**config.mk**
```make
export PLATFORM = sky130hd
export DESIGN_NAME = pzhsbus_multi_slicer
export DESIGN_NICKNAME = d
export VERILOG_FILES = /design/src/rtl/pzhsbus_slicer_pkg.sv /design/src/rtl/pzhsbus_slicer_stage.sv /design/src/rtl/pzhsbus_multi_slicer.sv
export SDC_FILE = /design/constraint.sdc
export NUM_CORES = 1
export LEC_CHECK = 0
export BUFFER_PORTS_ARGS = -buffer_cell sky130_fd_sc_hd__buf_2
export CAP_MARGIN = 20
export CORE_UTILIZATION = 50
export DETAILED_ROUTE_END_ITERATION = 16
export PLACE_DENSITY = 0.78
export SYNTH_ARGS = -nofsm -noshare
export SYNTH_HDL_FRONTEND = slang
export SYNTH_SLANG_ARGS = --single-unit
```
**constraint.sdc**
```tcl
create_clock -name i_clk -period 3.5 [get_ports i_clk]
set_input_delay 0.7 -clock i_clk [delete_from_list [all_inputs] [get_ports i_clk]]
set_output_delay 0.7 -clock i_clk [all_outputs]
set_load 0.01 [all_outputs]
```
**src/rtl/pzhsbus_slicer_pkg.sv**
```systemverilog
// Shared helpers for the hsbus multi-lane register slicer: counter sizing,
// per-stage depth and lane slicing of packed multi-lane buses.
package pzhsbus_slicer_pkg;

  // Number of beats one stage can hold: skid stages hold two, simple stages one.
  function automatic int stage_depth(input int full_bw);
    return (full_bw != 0) ? 2 : 1;
  endfunction

  // Width of a per-lane occupancy counter; never narrower than one bit so the
  // pass-through build still has a legal (constant zero) count port.
  function automatic int calc_count_width(input int stages, input int full_bw);
    int depth;
    depth = stages * stage_depth(full_bw);
    return (depth < 1) ? 1 : $clog2(depth + 1);
  endfunction

  // LSB of lane 'lane' inside a packed bus of 'width'-bit lanes.
  function automatic int lane_lsb(input int lane, input int width);
    return lane * width;
  endfunction

endpackage

```
**src/rtl/pzhsbus_slicer_stage.sv**
```systemverilog
// One register stage of one hsbus lane. FULL_BANDWIDTH=1 builds a main+skid
// pair whose upstream ready comes straight from a flop; FULL_BANDWIDTH=0
// builds a single register that alternates between accepting and emitting.
module pzhsbus_slicer_stage
  import pzhsbus_slicer_pkg::*;
#(
  parameter int WIDTH          = 32,
  parameter int FULL_BANDWIDTH = 1
) (
  input  logic             i_clk,
  input  logic             i_rst,
  input  logic             i_flush,
  input  logic             i_valid,
  output logic             o_ready,
  input  logic [WIDTH-1:0] i_data,
  output logic             o_valid,
  input  logic             i_ready,
  output logic [WIDTH-1:0] o_data
);

  if (FULL_BANDWIDTH != 0) begin : g_full
    logic             main_valid_q, main_valid_d;
    logic             skid_valid_q, skid_valid_d;
    logic [WIDTH-1:0] main_data_q, main_data_d;
    logic [WIDTH-1:0] skid_data_q, skid_data_d;
    logic             in_fire;
    logic             main_free;

    // Ready depends only on the skid flop, so no path from i_ready to o_ready.
    assign o_ready   = ~skid_valid_q;
    assign in_fire   = i_valid & ~skid_valid_q;
    assign main_free = ~main_valid_q | i_ready;
    assign o_valid   = main_valid_q;
    assign o_data    = main_data_q;

    // Next-state: refill main from skid first (older beat), else from input;
    // a beat arriving while main is stuck parks in skid.
    always_comb begin
      main_valid_d = main_valid_q;
      main_data_d  = main_data_q;
      skid_valid_d = skid_valid_q;
      skid_data_d  = skid_data_q;
      if (main_free) begin
        if (skid_valid_q) begin
          main_valid_d = 1'b1;
          main_data_d  = skid_data_q;
          skid_valid_d = 1'b0;
        end else begin
          main_valid_d = in_fire;
          if (in_fire) begin
            main_data_d = i_data;
          end
        end
      end else if (in_fire) begin
        skid_valid_d = 1'b1;
        skid_data_d  = i_data;
      end
    end

    // Valid flags clear on reset or flush; payload flops are never reset.
    always_ff @(posedge i_clk) begin
      if (i_rst || i_flush) begin
        main_valid_q <= 1'b0;
        skid_valid_q <= 1'b0;
      end else begin
        main_valid_q <= main_valid_d;
        skid_valid_q <= skid_valid_d;
      end
      main_data_q <= main_data_d;
      skid_data_q <= skid_data_d;
    end
  end else begin : g_half
    logic             valid_q;
    logic [WIDTH-1:0] data_q;
    logic             in_fire;

    assign o_ready = ~valid_q;
    assign in_fire = i_valid & ~valid_q;
    assign o_valid = valid_q;
    assign o_data  = data_q;

    // Single entry: fill when empty, drain when downstream takes it.
    always_ff @(posedge i_clk) begin
      if (i_rst || i_flush) begin
        valid_q <= 1'b0;
      end else if (in_fire) begin
        valid_q <= 1'b1;
      end else if (i_ready) begin
        valid_q <= 1'b0;
      end
      if (in_fire) begin
        data_q <= i_data;
      end
    end
  end

endmodule

```
**src/rtl/pzhsbus_multi_slicer.sv**
```systemverilog
// Multi-lane hsbus register slicer: STAGES register stages on each of
// CHANNELS independent lanes, with flush, per-lane occupancy and idle.
//
// Handshake: a beat moves across an interface at a rising edge where valid
// and ready are both high; valid never waits for ready, and a presented beat
// keeps its payload unchanged until it is taken (or dropped by flush/reset).
module pzhsbus_multi_slicer
  import pzhsbus_slicer_pkg::*;
#(
  parameter  int CHANNELS       = 1,
  parameter  int WIDTH          = 32,
  parameter  int STAGES         = 1,
  parameter  int FULL_BANDWIDTH = 1,
  localparam int CNTW           = calc_count_width(STAGES, FULL_BANDWIDTH)
) (
  input  logic                     i_clk,
  input  logic                     i_rst,
  input  logic                     i_flush,
  input  logic [CHANNELS-1:0]      i_valid,
  output logic [CHANNELS-1:0]      o_ready,
  input  logic [CHANNELS*WIDTH-1:0] i_data,
  output logic [CHANNELS-1:0]      o_valid,
  input  logic [CHANNELS-1:0]      i_ready,
  output logic [CHANNELS*WIDTH-1:0] o_data,
  output logic [CHANNELS*CNTW-1:0] o_count,
  output logic                     o_idle
);

  localparam int MAX_COUNT = STAGES * stage_depth(FULL_BANDWIDTH);

  if (STAGES == 0) begin : g_bypass
    assign o_valid = i_valid;
    assign o_ready = i_ready;
    assign o_data  = i_data;
    assign o_count = '0;
    assign o_idle  = 1'b1;
  end else begin : g_pipe
    logic [CHANNELS-1:0] lane_busy;

    for (genvar c = 0; c < CHANNELS; c++) begin : g_lane
      logic [STAGES:0] v;
      logic [STAGES:0] r;
      logic [WIDTH-1:0] d [STAGES+1];
      logic            accept;
      logic            pop;
      logic [CNTW-1:0] cnt_q, cnt_d;

      // Reset and flush close the input so nothing is accepted into a
      // pipeline that is being cleared in the same cycle.
      assign v[0]        = i_valid[c] & ~i_rst & ~i_flush;
      assign o_ready[c]  = r[0] & ~i_rst & ~i_flush;
      assign d[0]        = i_data[lane_lsb(c, WIDTH) +: WIDTH];
      assign r[STAGES]   = i_ready[c];
      assign o_valid[c]  = v[STAGES];
      assign o_data[lane_lsb(c, WIDTH) +: WIDTH] = d[STAGES];

      for (genvar s = 0; s < STAGES; s++) begin : g_stage
        pzhsbus_slicer_stage #(
          .WIDTH          (WIDTH),
          .FULL_BANDWIDTH (FULL_BANDWIDTH)
        ) u_stage (
          .i_clk   (i_clk),
          .i_rst   (i_rst),
          .i_flush (i_flush),
          .i_valid (v[s]),
          .o_ready (r[s]),
          .i_data  (d[s]),
          .o_valid (v[s+1]),
          .i_ready (r[s+1]),
          .o_data  (d[s+1])
        );
      end

      assign accept = v[0] & r[0];
      assign pop    = v[STAGES] & i_ready[c];

      // Occupancy next-state: accept adds a beat, pop removes one.
      always_comb begin
        cnt_d = cnt_q;
        if (accept && !pop) begin
          cnt_d = cnt_q + CNTW'(1);
        end else if (pop && !accept) begin
          cnt_d = cnt_q - CNTW'(1);
        end
      end

      // Occupancy register; a pop in the flush cycle is irrelevant since it clears.
      always_ff @(posedge i_clk) begin
        if (i_rst || i_flush) begin
          cnt_q <= '0;
        end else begin
          cnt_q <= cnt_d;
        end
      end

      // Occupancy stays within the lane's capacity and never wraps below zero.
      always_ff @(posedge i_clk) begin
        if (!i_rst) begin
          assert (int'(cnt_q) <= MAX_COUNT);
          assert (!(pop && !accept && (cnt_q == '0)));
        end
      end

      assign o_count[c*CNTW +: CNTW] = cnt_q;
      assign lane_busy[c]            = |cnt_q;
    end

    assign o_idle = ~|lane_busy;
  end

endmodule

```
After elaboration in Yosys (flattened, before gate mapping) --
Cells that the tools add are included.
Cells by class: multiplexer cells 5, add/sub/neg operators 2, bitwise logic cells 12, reduce and logical (&&, ||, !) cells 12
Operators by type and width (number):
- 32-bit two-way mux | 2
- 1-bit AND | 6
- 1-bit inverter | 5
- 2-bit two-way mux | 2
- 2-bit AND reduction | 2
- 2-bit nonzero test | 2
- 2-bit OR reduction | 2
- 1-bit zero test | 3
- 2-bit by 1-bit adder with 2-bit output, second input constant | 1
- 1-bit logical AND | 2
- 2-bit by 1-bit subtractor with 2-bit output, second input constant | 1
- 1-bit logical OR | 1
- 1-bit two-way mux | 1
- 1-bit OR | 1
Storage, ports and cells: bits of input ports 37, output and inout bits 37, logic and storage cells 36, register bits 68

Logic depth before layout (Yosys ltp) --
Gate-level depths: netlist of run 1.
depth after elaboration 8, depth in mapped cells 7, mapped depth without buffers 6

Cells and area by module --
Synthesis of run 1 repeated with hierarchy kept, for this count alone.
Unflattened totals: cells, all modules 124, area total of the unflattened synthesis 2677.6 µm²
Modules (own cells, without submodules):
- pzhsbus_slicer_stage | area an instance 2552.4 µm², seq. area each 1961.9 µm², times used 1, cells an instance 109
- pzhsbus_multi_slicer | area an instance 125.1 µm², seq. area each 40.0 µm², times used 1, cells an instance 15

Least setup slack after synthesis of run 1 --
Ideal clock, no wire load.
path kind input -> register, start input i_flush, end register g_pipe.g_lane[0].g_stage[0].u_stage.g_full.main_data_q[0] (enable), slack 624 ps, data arrival time 2444 ps, setup time 432 ps, stages on the path 3, path buffers 0, required time 3068 ps, cells stage by stage nor2_1 > a21oi_1 > a21oi_1
Between the ends: word-level cells in the longest chain between the ends 5
RTL lines:
- start: declaration | line pzhsbus_multi_slicer.sv:18 | input logic i_flush,
- 1-bit inverter | line pzhsbus_multi_slicer.sv:50 | assign v[0] = i_valid[c] & ~i_rst & ~i_flush;
- 1-bit AND | line pzhsbus_multi_slicer.sv:50
- 1-bit AND | line pzhsbus_slicer_stage.sv:31 | assign in_fire = i_valid & ~skid_valid_q;
- 2-bit nonzero test (no source line)
- 2-bit AND reduction (no source line)
- end signal: assignment | line pzhsbus_slicer_stage.sv:69 | main_data_q <= main_data_d;
- end: declaration | line pzhsbus_slicer_stage.sv:24 | logic [WIDTH-1:0] main_data_q, main_data_d;
Every way passes these cells. A chain may end at the register's enable or synchronous reset.

Worst setup path in the final report of run 1 --
start register g_pipe.g_lane[0].g_stage[0].u_stage.g_full.skid_valid_q, end output o_ready
Between the ends: word-level cells in the longest chain between the ends 3
RTL lines:
- start: declaration | line pzhsbus_slicer_stage.sv:23 | logic skid_valid_q, skid_valid_d;
- start signal: assignment | line pzhsbus_slicer_stage.sv:67 | skid_valid_q <= skid_valid_d;
- 1-bit inverter | line pzhsbus_slicer_stage.sv:30 | assign o_ready = ~skid_valid_q;
- 1-bit AND (2 in series) | line pzhsbus_multi_slicer.sv:51 | assign o_ready[c] = r[0] & ~i_rst & ~i_flush;
- end: declaration | line pzhsbus_multi_slicer.sv:20 | output logic [CHANNELS-1:0] o_ready,
Every way passes these cells.

==> results.md, run 1 <==
- Flop2flop setup slack: 1.37 ns
- Total core area: 0.00479 mm2
- Top cells by area, synth: edfxtp_1 76%, mux2_2 14%, dfxtp_1 3.2%, a21oi_1 0.79%, nor2_1 0.74%
- Number of synthesized flops with an enable pin: 64
- Clk slew on worst S/H paths: 0.06 ns
- Flops & latches, synth: 68
- Final Power: 1.50 mW
- Cell row count: 25
- Slew @ Worst Pin: 0.872 ns
- Hold path depth: 2
- HP Start: o_count[1]$_SDFFE_PP0P_
- Vias post-DR: 1371
- Pleak: 1.16 nW
- Crit-path max FO: 36
- Crit path capture type: output port
- Initial antenna violation count: 0
- Fmax: 455 MHz
- RSZ-0062 raised after global routing: no
- Worst skew pair latency: 0.33 ns
- H-tree Lvls: 3
- Resized cells post-CTS: 0
- Number of top-level pins: 74
- Top-count cell post-synth: edfxtp_1
- Starting density of the core: 0.527
- Post-synth top area share: 0.762
- Clock skew: 0.00528 ns
- GPL Wtd Cong: 0.692
- Initial DRT Pass Iterations: 4
- CTS tree: built
- Asr flop ratio synth: 0
- Final HPWL DP: 2980 um
- CTS Sinks: 68
- Slew Limit Fails: 0
- # DRC: 0
- Synth area leader: edfxtp_1
- Die height: 73.0 um
- Detailed Route WL: 4290 um
- Post-route cell area: 0.00313 mm2
- Syn Area/Cell: 20.0 um2
- First-pass GRT wire length: 6710 um
- Die X: 73.0 um
- Reg-to-Reg End: g_pipe.g_lane[0].g_stage[0].u_stage.o_data[29]$_DFFE_PP_
- Startpoint types: register
- I/O Buffers: 73
- Largest net degree at the start of global routing: 37
- Worst EP required: 2.80 ns
- Min-delay worst type: reg2reg
- Setup CP Type: reg2out
- Diode count: 0
- Final-stage net count: 245
- Overflow after GRT: 0
- Post-DP Area: 0.00298 mm2
- Post-synth top cells: 64 x edfxtp_1, 32 x mux2_2, 5 x nor2_1, 4 x a21oi_1, 4 x dfxtp_1
- Clock buffer depth: 2
- Synth cell types: 18
- P&R area growth vs syn: 23.9%
- Hold endpoint: o_count[1]$_SDFFE_PP0P_
- Mapped Area: 0.00252 mm2
- Pwr/cell area: 479 mW/mm2
- Clock root cell: clkbuf_8
- Period utilisation layout: 0.628
- CTS Hold Bufs: 0
- Detailed router's first-iteration violation count: 62
- Syn Inst Count: 126
- Vias in the first global route: 1373
- Die ar.: 0.00534 mm2
- Setup TNS: 0 ns
- Number of setup buffers added after CTS: 0
- Reg2Reg Depth: 3
- Worst slew margin: 0.419
- Post-route ant nets: 0
- Synth warn: 0
- CP arrival: 1.50 ns
- TritonCTS Buffers: 9
- Final hold vios: 0
- Sequential fraction of the synthesis area: 0.793
- Syn nets: 164
- Avg WL per Cell: 15.4 um
- Final setup fails: 0
- Status: complete, no violations
- Routed vias/inst: 4.93
- Post-synth top flop: edfxtp_1
- Post-route minimum period: 2.20 ns
- Layout cell share with drive strength beyond 1: 0.569
- GRT Resource Usage Total: 0.180
- Max VDD drop: 283 uV
- Max_cap viols: 0
## report_power, final
group          internal, mW  switching [mW]
sequential            0.907         0.00572
combinational        0.0435          0.0422
clock                 0.242           0.256
## per-layer routing
metal  vias up  track usage  share of wire
li1        650            -              -
met1       659        0.225           0.42
met2        56        0.286           0.50
met3         6       0.0552          0.068
met4         0       0.0915          0.014
met5         -            0              0
## how the worst max path moves through the flow
stage / from / end / slack [ns] / depth (start not counted)
2_1_floorplan: i_flush / g_pipe.g_lane[0].g_stage[0].u_stage.o_data[0]$_DFFE_PP_ / 0.62 / 3
3_5_place_dp: i_flush / register / 1.05 / 5
6_report: register / o_ready / 1.30 / 2
4_1_cts: register / o_ready / 1.28 / 2
3_3_place_gp: i_flush / register / 1.15 / 5
5_1_grt: register / g_pipe.g_lane[0].g_stage[0].u_stage.o_data[7]$_DFFE_PP_ / 1.20 / 3
## critical path, stage by stage, from the launching register on
cell and delay (ns):
dfxtp_2 0.90, nor2_1 0.10, buf_2 0.17
## cells in the final DEF (no fill, tap or decap), types with 2 or more instances in the layout
cell / count
buf_2: 73
nor2_1: 5
dfxtp_1: 3
nand2_1: 2
clkinv_1: 4
a21oi_1: 3
xor2_1: 2
clkbuf_8: 9
mux2_2: 32
edfxtp_1: 64
## stage by stage
step | utilization | instances | setup WS (ns) | hold WS (ns)
final | 0.653 | 278 | 1.30 | 0.534
after global placement | 0.622 | 263 | 1.15 | 0.483
after global routing | 0.653 | 278 | 1.20 | 0.539
after floorplan | - | 126 | 0.624 | 0.512
after detailed placement | 0.622 | 263 | 1.05 | 0.523
after CTS | 0.653 | 278 | 1.28 | 0.535
## logic make-up (layout without fill, tap and decap cells)
| kind of cell | count (synthesis) | in the layout | synth area share |
|---|---|---|---|
| compound gates | 5 | 5 | 0.00991 |
| xor+xnor | 2 | 2 | 0.00694 |
| fa+ha+maj | 1 | 1 | 0.00496 |
| buf+inv | 6 | 91 | 0.0149 |
| flops | 68 | 68 | 0.793 |
| mux | 32 | 32 | 0.143 |
| simple gates | 12 | 12 | 0.0273 |
## cell type report
cell class,instances,area (um2)
fill,350,1660
tap,67,83.8
timing repair buffer,75,393
clock buffer,10,128
sequential,68,2000
inverter,1,3.75
multi-input combinational,52,495
clock inverter,5,20.0
## state kept, by name (all words and copies together) (netlist names)
| register | cells |
|---|---|
| g_pipe.g_lane.g_stage.u_stage.g_full.skid_valid_q | 1 |
| g_pipe.g_lane.g_stage.u_stage.o_data | 32 |
| o_count | 2 |
| g_pipe.g_lane.g_stage.u_stage.o_valid | 1 |
| g_pipe.g_lane.g_stage.u_stage.g_full.skid_data_q | 32 |
(Power assumes the default switching activity.)
==> run 2: changes to the inputs <==
==> constraint.sdc (replaced) <==
create_clock -name i_clk -period 2.08 [get_ports i_clk]
set_input_delay 0.416 -clock i_clk [delete_from_list [all_inputs] [get_ports i_clk]]
set_output_delay 0.416 -clock i_clk [all_outputs]
set_load 0.01 [all_outputs]
==> results.md, run 2 (synthesis gave the netlist of run 1 again) <==
- Status: complete, no violations
- Starting density of the core: 0.527 (unchanged)
- Post-route minimum period: 1.65 ns
- Resized cells post-CTS: 0 (unchanged)
- Worst EP required: 2.34 ns (-0.46 ns)
- Worst slew margin: 0.810 (+0.391)
- Overflow after GRT: 0 (unchanged)
- GRT Resource Usage Total: 0.188 (+0.00753)
- Pwr/cell area: 882 mW/mm2 (+84%)
- Routed vias/inst: 5.05 (+2.4%)
- Final-stage net count: 249 (+1.6%)
- Max VDD drop: 427 uV (+50%)
- Die X: 73.0 um (unchanged)
- Max_cap viols: 0 (unchanged)
- Crit path capture type: register
- H-tree Lvls: 3 (unchanged)
- Initial antenna violation count: 0 (unchanged)
- Clock skew: 0.00617 ns (+0.000890 ns)
- CP arrival: 1.90 ns (+0.40 ns)
- # DRC: 0 (unchanged)
- Final HPWL DP: 3150 um (+5.8%)
- Reg-to-reg critical path startpoint: g_pipe.g_lane[0].g_stage[0].u_stage.o_valid$_SDFFE_PP0P_
- Initial DRT Pass Iterations: 4 (unchanged)
- Avg WL per Cell: 16.1 um (+4.5%)
- Post-route ant nets: 0 (unchanged)
- Crit path launch: i_flush
- Setup CP Type: in2reg
- Placed instance count: 267 (+1.5%)
- Clock root cell: clkbuf_8
- Vias in the first global route: 1438 (+4.7%)
- Setup ws final: 0.433 ns (-0.869 ns)
- Diode count: 0 (unchanged)
- Layout cell share with drive strength beyond 1: 0.602 (+0.0331)
- Pleak: 1.22 nW (+4.8%)
- CTS tree: built
- Leading cell type in the layout, fill and taps excluded: buf_2
- Startpoint types: input pin
- Commonest non-fill, non-tap cells in the layout: 73 x buf_2, 64 x edfxtp_1, 32 x mux2_2
- Min-delay worst type: in2reg
- Worst skew pair latency: 0.33 ns (about the same)
- Slew @ Worst Pin: 0.285 ns (-0.586 ns)
- Detailed Route WL: 4560 um (+6.4%)
- Fmax: 607 MHz
- Slew Limit Fails: 0 (unchanged)
- Number of setup buffers added after CTS: 0 (unchanged)
- Layout fillers: 346 (-1.1%)
- Vias post-DR: 1429 (+4.2%)
- RSZ-0062 raised after global routing: no
- P&R area growth vs syn: 27.8%
- First-pass GRT wire length: 7140 um (+6.5%)
- Cell row count: 25 (unchanged)
- CTS Hold Bufs: 0 (unchanged)
- HP Start: i_data[21]
- Largest net degree at the start of global routing: 21 (-43%)
- Crit-path max FO: 6 (-83%)
- Non-Filler Instances: 283 (+1.8%)
- Final setup fails: 0 (unchanged)
- Total core area: 0.00479 mm2 (unchanged)
- Clk slew on worst S/H paths: 0.08 ns (+0.02 ns)
- Final hold slack: 0.273 ns (-0.260 ns)
- TritonCTS Buffers: 9 (unchanged)
- Period utilisation layout: 0.792
- Pre-CTS setup slack: 0.0908 ns (-0.961 ns)
- Setup TNS: 0 ns (unchanged)
- Detailed router's first-iteration violation count: 113 (+82%)
- Clock buffer depth: 2 (unchanged)
- Die ar.: 0.00534 mm2 (unchanged)
- CTS Sinks: 68 (unchanged)
- I/O Buffers: 73 (unchanged)
- Final hold vios: 0 (unchanged)
- Number of top-level pins: 74 (unchanged)
- GPL Wtd Cong: 0.696 (+0.52%)
- Die height: 73.0 um (unchanged)
==> run 2: cell count changes in the layout (fill, tap and decap cells not counted), moves of 2 or more <==
cell,change
buf_4,+4
clkinv_1,-3
bufinv_16,+2
clkinv_4,+2
==> run 2: metrics by stage <==
stage	total power, mW	utilization	instance area, um2
2_1_floorplan	1.63	-	2530
3_3_place_gp	1.70	0.629	3010
3_5_place_dp	1.71	0.629	3010
4_1_cts	2.86	0.674	3230
5_1_grt	2.94	0.674	3230
6_report	2.84	0.674	3230
==> run 2: worst max-delay path, stage by stage <==
cell and delay (ns):
buf_2 0.11, or2_1 0.33, nor3b_4 0.24, ha_1 0.29, or3_1 0.37, a21oi_1 0.15
==> run 2: area by class of cell <==
type	count	area (um2)	share of cell area
sequential	68	2000	0.621
tap	67	83.8	0.0260
clock inverter	7	91.3	0.0283
multi-input combinational	52	497	0.154
inverter	1	3.75	0.00116
timing repair buffer	79	423	0.131
clock buffer	9	124	0.0384
==> run 2: worst paths after layout <==
| kind | endpoint | slack, ns | cells after the start |
|---|---|---|---|
| min | register | 0.27 | 1 |
| min reg2reg | o_count[1]$_SDFFE_PP0P_ | 0.54 | 2 |
| max reg2reg | o_count[1]$_SDFFE_PP0P_ | 0.62 | 4 |
| max | o_count[1]$_SDFFE_PP0P_ | 0.43 | 6 |
==> run 2: metal layers <==
| metal | track usage | share of wire |
|---|---|---|
| met2 | 0.289 | 0.49 |
| met1 | 0.241 | 0.42 |
| met4 | 0.113 | 0.022 |
| met3 | 0.0470 | 0.061 |
| met5 | 0 | 0 |
==> run 2: where the power goes <==
part	internal (mW)	total (mW)	switching, mW
registers	1.52	1.53	0.00840
logic	0.0747	0.148	0.0736
clock network	0.671	1.16	0.492
total	2.27	2.84	0.574
